File: src/rtl/frac_clk_div.sv
// Programmable clock divider: divide by N or N+0.5 with a near-50% duty cycle.
// Config changes and stops take effect only at counter-cycle boundaries.
module frac_clk_div #(
  parameter int CNT_W        = 8,
  parameter int RST_DIV_INT  = 3,
  parameter bit RST_DIV_HALF = 1'b1
) (
  input  logic             clk,
  input  logic             rstn,
  input  logic             en,
  input  logic             cfg_load,
  input  logic [CNT_W-1:0] div_int,
  input  logic             div_half,
  output logic             clk_out,
  output logic             running,
  output logic             cycle_tick,
  output logic             cfg_pending
);
  localparam int CW = CNT_W + 1;
  localparam logic [CNT_W-1:0] RST_N = CNT_W'(RST_DIV_HALF ? ((RST_DIV_INT < 1) ? 1 : RST_DIV_INT)
                                                         : ((RST_DIV_INT < 2) ? 2 : RST_DIV_INT));

  typedef enum logic [1:0] {S_IDLE, S_ARM, S_RUN} state_t;

  state_t           r_state, w_state_nxt;
  logic [CW-1:0]    r_cnt, w_cnt_nxt;
  logic [CNT_W-1:0] r_n, w_n_nxt, r_pend_n;
  logic             r_half, w_half_nxt, r_pend_half, r_pend, w_pend_nxt;
  logic             r_hi_p, w_hi_p_nxt, r_hi_n, w_hi_n;
  logic             r_tick, w_tick_nxt, w_wrap, w_apply;
  logic [CW-1:0]    w_len, w_nb, w_hl;

  function automatic logic [CNT_W-1:0] clamp_n(input logic [CNT_W-1:0] n, input logic half);
    logic [CNT_W-1:0] lo;
    lo = half ? CNT_W'(1) : CNT_W'(2);
    return (n < lo) ? lo : n;
  endfunction

  // Length of the first high phase: ceil(N/2) in half mode, floor(N/2) otherwise.
  function automatic logic [CW-1:0] hi_len(input logic [CNT_W-1:0] n, input logic half);
    return half ? CW'(({1'b0, n} + CW'(1)) >> 1) : CW'(n >> 1);
  endfunction

  always_ff @(posedge clk or negedge rstn)
    if (!rstn) r_state <= S_IDLE;
    else       r_state <= w_state_nxt;

  always_comb begin
    w_len       = r_half ? {r_n, 1'b1} : {1'b0, r_n};
    w_wrap      = (r_state == S_RUN) && (r_cnt == w_len - CW'(1));
    w_apply     = r_pend && ((r_state != S_RUN) || w_wrap);
    w_n_nxt     = w_apply ? clamp_n(r_pend_n, r_pend_half) : r_n;
    w_half_nxt  = w_apply ? r_pend_half : r_half;
    w_pend_nxt  = r_pend;
    if (w_apply)  w_pend_nxt = 1'b0;
    if (cfg_load) w_pend_nxt = 1'b1;
    w_state_nxt = r_state;
    w_cnt_nxt   = r_cnt;
    w_tick_nxt  = 1'b0;
    case (r_state)
      S_IDLE: if (en) w_state_nxt = S_ARM;
      S_ARM: begin
        w_state_nxt = S_RUN;
        w_tick_nxt  = 1'b1;
      end
      S_RUN: begin
        if (w_wrap) begin
          w_cnt_nxt = '0;
          if (en) w_tick_nxt  = 1'b1;
          else    w_state_nxt = S_IDLE;
        end else begin
          w_cnt_nxt = r_cnt + CW'(1);
        end
      end
      default: w_state_nxt = S_IDLE;
    endcase
    // Posedge-aligned high phase, computed from the config that is live next cycle.
    w_hi_p_nxt = (w_state_nxt == S_RUN) && (w_cnt_nxt < hi_len(w_n_nxt, w_half_nxt));
  end

  always_ff @(posedge clk or negedge rstn)
    if (!rstn) begin
      r_cnt       <= '0;
      r_n         <= RST_N;
      r_half      <= RST_DIV_HALF;
      r_pend_n    <= '0;
      r_pend_half <= 1'b0;
      r_pend      <= 1'b0;
      r_hi_p      <= 1'b0;
      r_tick      <= 1'b0;
    end else begin
      r_cnt  <= w_cnt_nxt;
      r_n    <= w_n_nxt;
      r_half <= w_half_nxt;
      r_pend <= w_pend_nxt;
      r_hi_p <= w_hi_p_nxt;
      r_tick <= w_tick_nxt;
      if (cfg_load) begin
        r_pend_n    <= div_int;
        r_pend_half <= div_half;
      end
    end

  // Negedge term spans [c+0.5, c+1.5): extends an odd integer high phase by half
  // a clk, or forms the whole second pulse in half mode. r_cnt is stable here.
  always_comb begin
    w_nb   = {1'b0, r_n};
    w_hl   = hi_len(r_n, r_half);
    w_hi_n = (r_state == S_RUN) &&
             (r_half ? ((r_cnt >= w_nb) && (r_cnt < w_nb + w_hl))
                     : (r_n[0] && (r_cnt == w_hl - CW'(1))));
  end

  always_ff @(negedge clk or negedge rstn)
    if (!rstn) r_hi_n <= 1'b0;
    else       r_hi_n <= w_hi_n;

  assign clk_out     = r_hi_p | r_hi_n;
  assign running     = (r_state != S_IDLE);
  assign cycle_tick  = r_tick;
  assign cfg_pending = r_pend;
endmodule

File: config.mk
export PLATFORM = sky130hd
export DESIGN_NAME = frac_clk_div
export DESIGN_NICKNAME = d
export VERILOG_FILES = /design/src/rtl/frac_clk_div.sv
export SDC_FILE = /design/constraint.sdc
export NUM_CORES = 1
export LEC_CHECK = 0
export BUFFER_PORTS_ARGS = -buffer_cell sky130_fd_sc_hd__buf_2
export CORE_MARGIN = 2
export CORE_UTILIZATION = 57
export DETAILED_ROUTE_END_ITERATION = 7
export GPL_ROUTABILITY_DRIVEN = 1
export PLACE_DENSITY = 0.8
export REMOVE_ABC_BUFFERS = 1
export SYNTH_ARGS = -nofsm -noshare
export SYNTH_HDL_FRONTEND = slang
export SYNTH_SLANG_ARGS = --single-unit
File: constraint.sdc
create_clock -name clk -period 7.91 [get_ports clk]
set_input_delay 0.3955 -clock clk [delete_from_list [all_inputs] [get_ports clk]]
set_output_delay 0.3955 -clock clk [all_outputs]
set_load 0.01 [all_outputs]
## Word level (Yosys, flattened, before mapping)

Cells that the tools add are included.

- Memory bits (read-only): 0
- Memories: 0
- Bits in registers: 33
- Output and inout bits: 4
- Memory bits (writable): 0
- Word-level logic and storage cells: 56
- Input port bits: 13
- Latch bits: 0

- $add $sub $neg: 6
- Equality and inequality tests: 6
- Reduce and logical (&&, ||, !) cells: 10
- Bitwise gates (word level): 1
- $lt $le $gt $ge: 4
- Shift-type cells: 0
- Muxes and demuxes: 19
- Divide/modulo/power cells: 0
- $mul: 0

Operator list:

| operator | number |
|---|---|
| 8-bit two-way mux | 4 |
| 9-bit two-way mux | 3 |
| 8-bit by 1-bit adder with 9-bit output, second input constant | 2 |
| 9-bit equality test | 2 |
| 8-bit by 8-bit adder with 9-bit output | 1 |
| 9-bit by 1-bit adder with 9-bit output, second input constant | 1 |
| 9-bit by 8-bit >= comparator with 1-bit output | 1 |
| 9-bit by 8-bit less-than comparator with 1-bit output | 1 |
| 9-bit less-than comparator | 1 |
| 8-bit by 1-bit subtractor with 9-bit output, second input constant | 1 |
| 9-bit by 1-bit subtractor with 9-bit output, second input constant | 1 |
| 8-bit by 2-bit less-than comparator with 1-bit output | 1 |
| 2-bit two-way mux | 4 |
| 1-bit logical AND | 6 |
| 1-bit two-way mux | 6 |
| 2-bit case mux with 3 select lines | 1 |
| 2-bit equality test, second input constant | 2 |
| 2-bit nonzero test | 2 |
| 2-bit by 1-bit equality test with 1-bit output, second input constant | 1 |
| 2-bit logical NOT | 1 |
| 2-bit inequality test, second input constant | 1 |
| 1-bit case mux with 2 select lines | 1 |
| 1-bit logical OR | 1 |
| 1-bit OR | 1 |

## Longest topological paths before layout

Gate-level depths: netlist of the first run.

- Depth after elaboration: 11
- Gate-level depth with buffers: 29
- Depth with buffers taken out: 23

==> summary.md, run 1 <==
| Metric | Value |
|---|---|
| Die area | `6768 um2` |
| Fin Clk Skew | `0.008522 ns` |
| Switch share | `0.4838` |
| Final Slew Violations | `0` |
| Vias in the first global route | `2885` |
| CP Cell Sequence | `ha_1, a21oi_1, inv_1, ha_1, a21o_1, a21oi_1, o21ai_0, and2_1, o21ai_0, nand2b_1, a21oi_1, xor2_1, ha_1, o21ai_0, a21oi_1, o31ai_1` |
| CP top delay family | `compound AO/OA/AOI/OAI gates` |
| Pwr per Cell Area | `408.8 nW/um2` |
| Final setup fails | `0` |
| Initial antenna violation count | `0` |
| Antenna Nets Post-Route | `0` |
| Drt drc | `0` |
| Max incr delay on CP | `0.68 ns` |
| Xor and xnor area share after synthesis | `0.08527` |
| Pleak | `1.678 nW` |
| WP data required | `4.23 ns` |
| Worst slew margin | `0.3200` |
| CORE AREA | `5921 um2` |
| Post-Synth Adder-Cell Area | `0.1526` |
| CP Depth | `16` |
| Gr usage total | `0.2571` |
| Number of unique standard cell types used by synthesis | `56` |
| Count of buffers from port buffering | `16` |
| Status | `finished, final reports clean` |
| I/O pin total | `17` |
| Iter 0 DRT Violations | `183` |
| CP Max Fanout | `17` |
| Max-Cap Viols | `0` |
| Crit path capture type | `flip-flop` |
| Root Buffer | `clkbuf_8` |
| CP Data Arrival Time | `3.88 ns` |
| Rows | `28` |
| Ranking of synthesized cells by area | `dfrtp_1 21%, ha_1 15%, xnor2_1 5.3%` |
| Area occupied by multi-input gates | `2456 um2` |
| First-pass GRT wire length | `13370 um` |
| Post-CTS Setup Bufs | `0` |
| Setup TNS | `0 ns` |
| Main combinational cell family by area after synthesis | `simple AND/OR/NAND/NOR gates` |
| Net count, final | `476` |
| Int Pwr | `788.7 uW` |
| Resize count post-CTS | `0` |
| Placer Congestion | `0.9321` |
| Clock power share | `0.107` |
| Wire per inst | `16.07 um` |
| Primary FF master, synth | `dfrtp_1` |
| Final Hold Vio Count | `0` |
| Mean area per synthesized cell | `8.394 um2` |
| Buf+Inv Stages, Crit Path | `1` |
| Post-synth EDFFs | `0` |
| RSZ-0062 raised after global routing | `false` |
| Post-synthesis mux area share | `0.08599` |
| CTS buffer count | `5` |
| Clock Path Buffers | `2` |
| Most frequent cells after synthesis | `41 x ha_1, 29 x dfrtp_1, 29 x nor2_1, 28 x inv_1, 25 x a21oi_1` |
| Pin count of the biggest net entering global routing | `34` |
| Vias | `3040` |
| Register area | `829.5 um2` |
| Yosys Warn Count | `0` |
| Slew of the pin with the lowest slew margin | `1.020 ns` |
| Die X-Extent | `82.27 um` |
| DP Worst Slack | `0.3918 ns` |
| Maximum vdd drop | `224.0 uV` |
| Area leader, netlist | `dfrtp_1` |
| Most common cell in the netlist | `ha_1` |
| Hold_ws | `0.1640 ns` |
| Reg2Reg Depth | `16` |
| Share of cells above drive strength 1 | `0.1374` |
| Cell Area, Synth | `3492 um2` |
| Post-cts hold buffer count | `0` |
| Total clock sinks | `33` |
| Drt total wl | `7985 um` |
| Layout Cells excl Fill | `497` |
| Cell mode on critical path | `a21oi_1` |
| CP Launch Type | `flip-flop` |
| Seq pwr share | `0.230` |
| Clock-pin slew on the worst setup and hold paths | `0.07 ns` |
| Post-synthesis compound-gate area fraction | `0.1702` |
| Area growth syn-to-layout | `7.022%` |
| Slowest cell on crit path | `dfstp_2` |
| N_diodes | `0` |
| Vias per Instance | `6.117` |
| Filler instances | `530` |
| Simple-Gate Fraction of Synth Area | `0.2092` |
| Logic gate share of total power | `0.663` |
| PnR worst setup slack | `0.3449 ns` |
| Placed Cells | `489` |
| Clock latency on the worst-skew pair | `0.29 ns` |
| WS Path Type | `flip-flop to flip-flop` |
| Seq cells post-synth | `33` |
| Die H | `82.27 um` |
| Fin util | `0.6312` |
| Post-synthesis sequential area ratio | `0.2375` |
| Initial Util | `0.5898` |
| GR Overflow Total | `0` |
| TritonRoute pass-1 iters | `4` |
| Yosys top cell area share | `0.2078` |
| Ys async rst share | `1.000` |
| Placed wire-length estimate | `6220 um` |
| Gate Count Post-Synth | `416` |
| Worst hold path type | `input port to async pin` |
| CTS tree | `yes` |
| P_sw | `739.1 uW` |
| CTS H-Tree Depth | `2` |
## state kept, by name, indices dropped and copies added (netlist names)
name,flops
r_state,2
r_half,1
cfg_pending,1
cycle_tick,1
r_n,8
r_hi_p,1
r_cnt,9
r_pend_n,8
r_hi_n,1
r_pend_half,1
## cells in the final DEF, fill, tap and decap left out, drive strengths merged, types with 3 or more instances in the layout
cell / Yosys / final
ha: 41 / 41
nor2: 29 / 29
dfrtp: 29 / 29
inv: 28 / 28
a21oi: 25 / 25
o21ai: 25 / 25
buf: 7 / 23
nand3: 22 / 22
xnor2: 21 / 21
nand2: 19 / 19
mux2: 16 / 16
xor2: 13 / 13
mux2i: 12 / 12
nand4: 11 / 11
a21o: 10 / 10
nor3: 8 / 8
nand2b: 7 / 7
nand3b: 6 / 6
o31ai: 6 / 6
clkbuf: 18 / 6
or3: 5 / 5
nor4: 5 / 5
nor2b: 3 / 3
a21boi: 3 / 3
a22o: 3 / 3
or4: 3 / 3
dfstp: 3 / 3
or4b: 3 / 3
and2: 3 / 3
## power groups by stage
stage	logic, mW	clock network (mW)	registers (mW)
2_1_floorplan	0.774	0	0.324
3_3_place_gp	0.972	0	0.346
3_5_place_dp	1.01	0	0.349
4_1_cts	1.02	0.169	0.346
5_1_grt	1.16	0.174	0.360
6_report	1.01	0.164	0.351
## worst paths after layout
check                              end         from  slack (ns)
max                             r_hi_n       r_n[1]        0.34
min                        r_pend_n[6]         rstn        0.16
max reg2reg                     r_hi_n       r_n[1]        0.34
min reg2reg                r_pend_n[6]  r_pend_n[6]        0.57
max in group asynchronous       r_hi_n         rstn        3.42
min in group clk           r_pend_n[7]   div_int[7]        0.33
## area by class of cell
class | instances | area share
sequential | 33 | 0.2220
tap | 75 | 0.02511
clock buffer | 6 | 0.02210
multi-input combinational | 330 | 0.6572
timing repair buffer | 23 | 0.03549
clock inverter | 2 | 0.01004
inverter | 28 | 0.02812
## per-layer routing
metal  vias up  routed length [um]  global-route usage
met5         -                   0                   0
met4         0                 188             0.09667
met3        17                 386             0.03261
met2        95                3911              0.4395
met1      1407                3498              0.3308
li1       1521                   -                   -
## worst register-to-register path, stage by stage (launching register included)
cell and delay [ns]:
dfstp_2 0.68, ha_1 0.29, a21oi_1 0.33, inv_1 0.08, ha_1 0.20, a21o_1 0.18
a21oi_1 0.20, o21ai_0 0.10, and2_1 0.16, o21ai_0 0.20, nand2b_1 0.09, a21oi_1 0.20
xor2_1 0.17, ha_1 0.24, o21ai_0 0.13, a21oi_1 0.06, o31ai_1 0.28
## cell families (layout without fill, tap and decap cells)
family	after synthesis	in the layout
buffers and inverters	53	59
multiplexers	28	28
AO/OA/AOI/OAI	93	93
flip-flops	33	33
adder cells (fa/ha/maj)	42	42
AND/OR/NAND/NOR	133	133
XOR/XNOR	34	34
## through the flow
stage / power (mW) / area, um2
detailed placement: 1.354 / 3617
global placement: 1.319 / 3617
CTS: 1.534 / 3737
finish: 1.528 / 3737
global route: 1.694 / 3737
floorplan: 1.098 / 3391
No activity file was read; power rests on OpenSTA's default activity.
==> run 2: changes to the inputs <==
- BUFFER_PORTS_ARGS: -buffer_cell sky130_fd_sc_hd__buf_2 -> -buffer_cell sky130_fd_sc_hd__buf_4
==> run 2 against run 1 <==
Via count rose by 1.1%. Power shrank 1.7%. Clock power decreased by 24%. Critical path depth unchanged. Sequential power about the same. Sequential cell count unchanged. Routed wire length is 3.5% higher.
==> summary.md, run 2 (same netlist as run 1, synthesis figures left out) <==
| Metric | Value |
|---|---|
| Status | `finished, final reports clean` |
| Placed Area | `3657 um2 (+1.1%)` |
| Logic gate share of total power | `0.682 (+0.019)` |
| Critical R2R Capture | `r_hi_n` |
| CTS H-Tree Depth | `2 (unchanged)` |
| N_diodes | `0 (unchanged)` |
| Clock Path Buffers | `2 (unchanged)` |
| Biggest register | `r_cnt` |
| Gr usage total | `0.2673 (+0.01012)` |
| Seq pwr share | `0.235 (+0.005)` |
| Iter 0 DRT Violations | `213 (+16%)` |
| Initial Util | `0.5898 (unchanged)` |
| Reg2Reg Depth | `16 (unchanged)` |
| CORE AREA | `5921 um2 (unchanged)` |
| Die X-Extent | `82.27 um (unchanged)` |
| Cell mode on critical path | `a21oi_1` |
| Pwr per Cell Area | `400.5 nW/um2 (-2.0%)` |
| Crit path capture type | `flip-flop` |
| Slew of the pin with the lowest slew margin | `0.9985 ns (-0.02144 ns)` |
| Vias in the first global route | `3023 (+4.8%)` |
| CP Cell Sequence | `ha_1, a21oi_1, inv_1, ha_1, a21o_1, a21oi_1, o21ai_0, and2_1, o21ai_0, nand2b_1, a21oi_1, xor2_1, ha_1, o21ai_0, a21oi_1, o31ai_1` |
| Rows | `28 (unchanged)` |
| CP top delay family | `compound AO/OA/AOI/OAI gates` |
| Antenna Nets Post-Route | `0 (unchanged)` |
| Most frequent cells in the layout | `41 x ha_1, 29 x nor2_1, 29 x dfrtp_1` |
| Vias | `3074 (+1.1%)` |
| Finished Cell Area | `3751 um2 (+0.37%)` |
| Pleak | `1.684 nW (+0.34%)` |
| CP Depth | `16 (unchanged)` |
| Fin util | `0.6336 (+0.002325)` |
| Root Buffer | `clkbuf_8` |
| Pin count of the biggest net entering global routing | `34 (unchanged)` |
| CTS buffer count | `5 (unchanged)` |
| Commonest non-fill, non-tap cell in the layout | `ha_1` |
| Max-Cap Viols | `0 (unchanged)` |
| Int Pwr | `752.5 uW (-4.6%)` |
| CP Max Fanout | `17 (unchanged)` |
| Die H | `82.27 um (unchanged)` |
| Vias per Instance | `6.185 (+1.1%)` |
| Net count, final | `476 (unchanged)` |
| Worst slew margin | `0.3343 (+0.01429)` |
| Share of cells above drive strength 1 | `0.1398 (+0.002370)` |
| CP Launch Point | `r_n[1]` |
| GR Overflow Total | `0 (unchanged)` |
| Buf+Inv Stages, Crit Path | `1 (unchanged)` |
| Final Hold Vio Count | `0 (unchanged)` |
| Drt total wl | `8263 um (+3.5%)` |
| Final Slew Violations | `0 (unchanged)` |
| Clock power share | `0.083 (-0.024)` |
| First-pass GRT wire length | `13950 um (+4.3%)` |
| Largest regs | `r_cnt: 9 flops, r_n: 8 flops, r_pend_n: 8 flops` |
| RSZ-0062 raised after global routing | `false` |
| CP Launch Type | `flip-flop` |
| Worst hold path type | `input port to async pin` |
| Setup TNS | `0 ns (unchanged)` |
| Final setup fails | `0 (unchanged)` |
| Max incr delay on CP | `0.68 ns (about the same)` |
| Total clock sinks | `33 (unchanged)` |
| Die area | `6768 um2 (unchanged)` |
| Switch share | `0.4991 (+0.01530)` |
| Drt drc | `0 (unchanged)` |
| WP data required | `4.24 ns (about the same)` |
| CP Data Arrival Time | `3.87 ns (about the same)` |
| Maximum vdd drop | `247.4 uV (+10%)` |
| PnR Total Power | `1.502 mW (-1.7%)` |
| Initial antenna violation count | `0 (unchanged)` |
| CTS tree | `yes` |
| P_sw | `749.7 uW (+1.4%)` |
| Clock-pin slew on the worst setup and hold paths | `0.07 ns (about the same)` |
| WS Path Type | `flip-flop to flip-flop` |
| Fin Clk Skew | `0.009166 ns (+0.0006437 ns)` |
| Filler instances | `527 (-0.57%)` |
| Area growth syn-to-layout | `7.417%` |
| Placed wire-length estimate | `6444 um (+3.6%)` |
| Post-cts hold buffer count | `0 (unchanged)` |
| Flop2flop setup slack | `0.37 ns (+0.02 ns)` |
| Reg-to-reg startpoint | `r_n[1]` |
| Largest register FFs | `9 (unchanged)` |
| Count of buffers from port buffering | `16 (unchanged)` |
| Wire per inst | `16.63 um (+3.5%)` |
| Clock latency on the worst-skew pair | `0.29 ns (about the same)` |
| I/O pin total | `17 (unchanged)` |
| Placer Congestion | `0.9224 (-1.0%)` |
| Slowest cell on crit path | `dfstp_2` |
| TritonRoute pass-1 iters | `4 (unchanged)` |
run 2: cell count changes in the layout (fill, tap and decap cells not counted), sizes merged:
cell    previous run  this run
clkinv             0         2
bufinv             1         0
clkbuf             6         5
run 2: layout make-up:
| cell class | instances | area, um2 | area share |
|---|---|---|---|
| Multi-Input combinational cell | 330 | 2464 | 0.6568 |
| Tap cell | 75 | 93.84 | 0.02502 |
| Clock inverter | 3 | 17.52 | 0.004670 |
| Sequential cell | 33 | 829.5 | 0.2211 |
| Inverter | 28 | 105.1 | 0.02802 |
| Clock buffer | 5 | 68.82 | 0.01835 |
| Timing Repair Buffer | 23 | 172.7 | 0.04603 |
run 2: repair_timing:
item | CTS | global route
endpoints found under the setup margin | 0 | 1
setup buffers | 0 | 0
gates resized for setup | 0 | 1
run 2: power by group through the flow:
stage	registers, mW	logic, mW	clock network [mW]
detailed placement	0.351	1.02	0
finish	0.353	1.03	0.124
floorplan	0.324	0.774	0
CTS	0.348	1.03	0.127
global placement	0.345	0.980	0
global route	0.362	1.17	0.134
run 2: per-stage QoR:
| step | std cells | hold slack [ns] | setup WS, ns |
|---|---|---|---|
| 5_1_grt | 497 | 0.07454 | 0.01349 |
| 6_report | 497 | 0.04716 | 0.3692 |
| 4_1_cts | 497 | 0.05636 | 0.3515 |
| 3_3_place_gp | 489 | 0.3597 | 0.5203 |
| 3_5_place_dp | 489 | 0.3657 | 0.4079 |
| 2_1_floorplan | 391 | 0.09991 | 0.4632 |
run 2: layer usage:
| metal | share of wire | wire length (um) | GRT usage |
|---|---|---|---|
| met1 | 0.44 | 3663 | 0.3374 |
| met2 | 0.49 | 4009 | 0.4605 |
| met3 | 0.042 | 349 | 0.03043 |
| met4 | 0.029 | 242 | 0.1133 |
| met5 | 0 | 0 | 0 |
run 2: how the worst max path moves through the flow:
stage	endpoint	slack, ns
6_report	r_hi_n	0.37
5_1_grt	r_hi_n	0.01
4_1_cts	r_hi_n	0.35
3_5_place_dp	r_hi_n	0.41
3_3_place_gp	r_hi_n	0.52
2_1_floorplan	r_hi_n	0.46
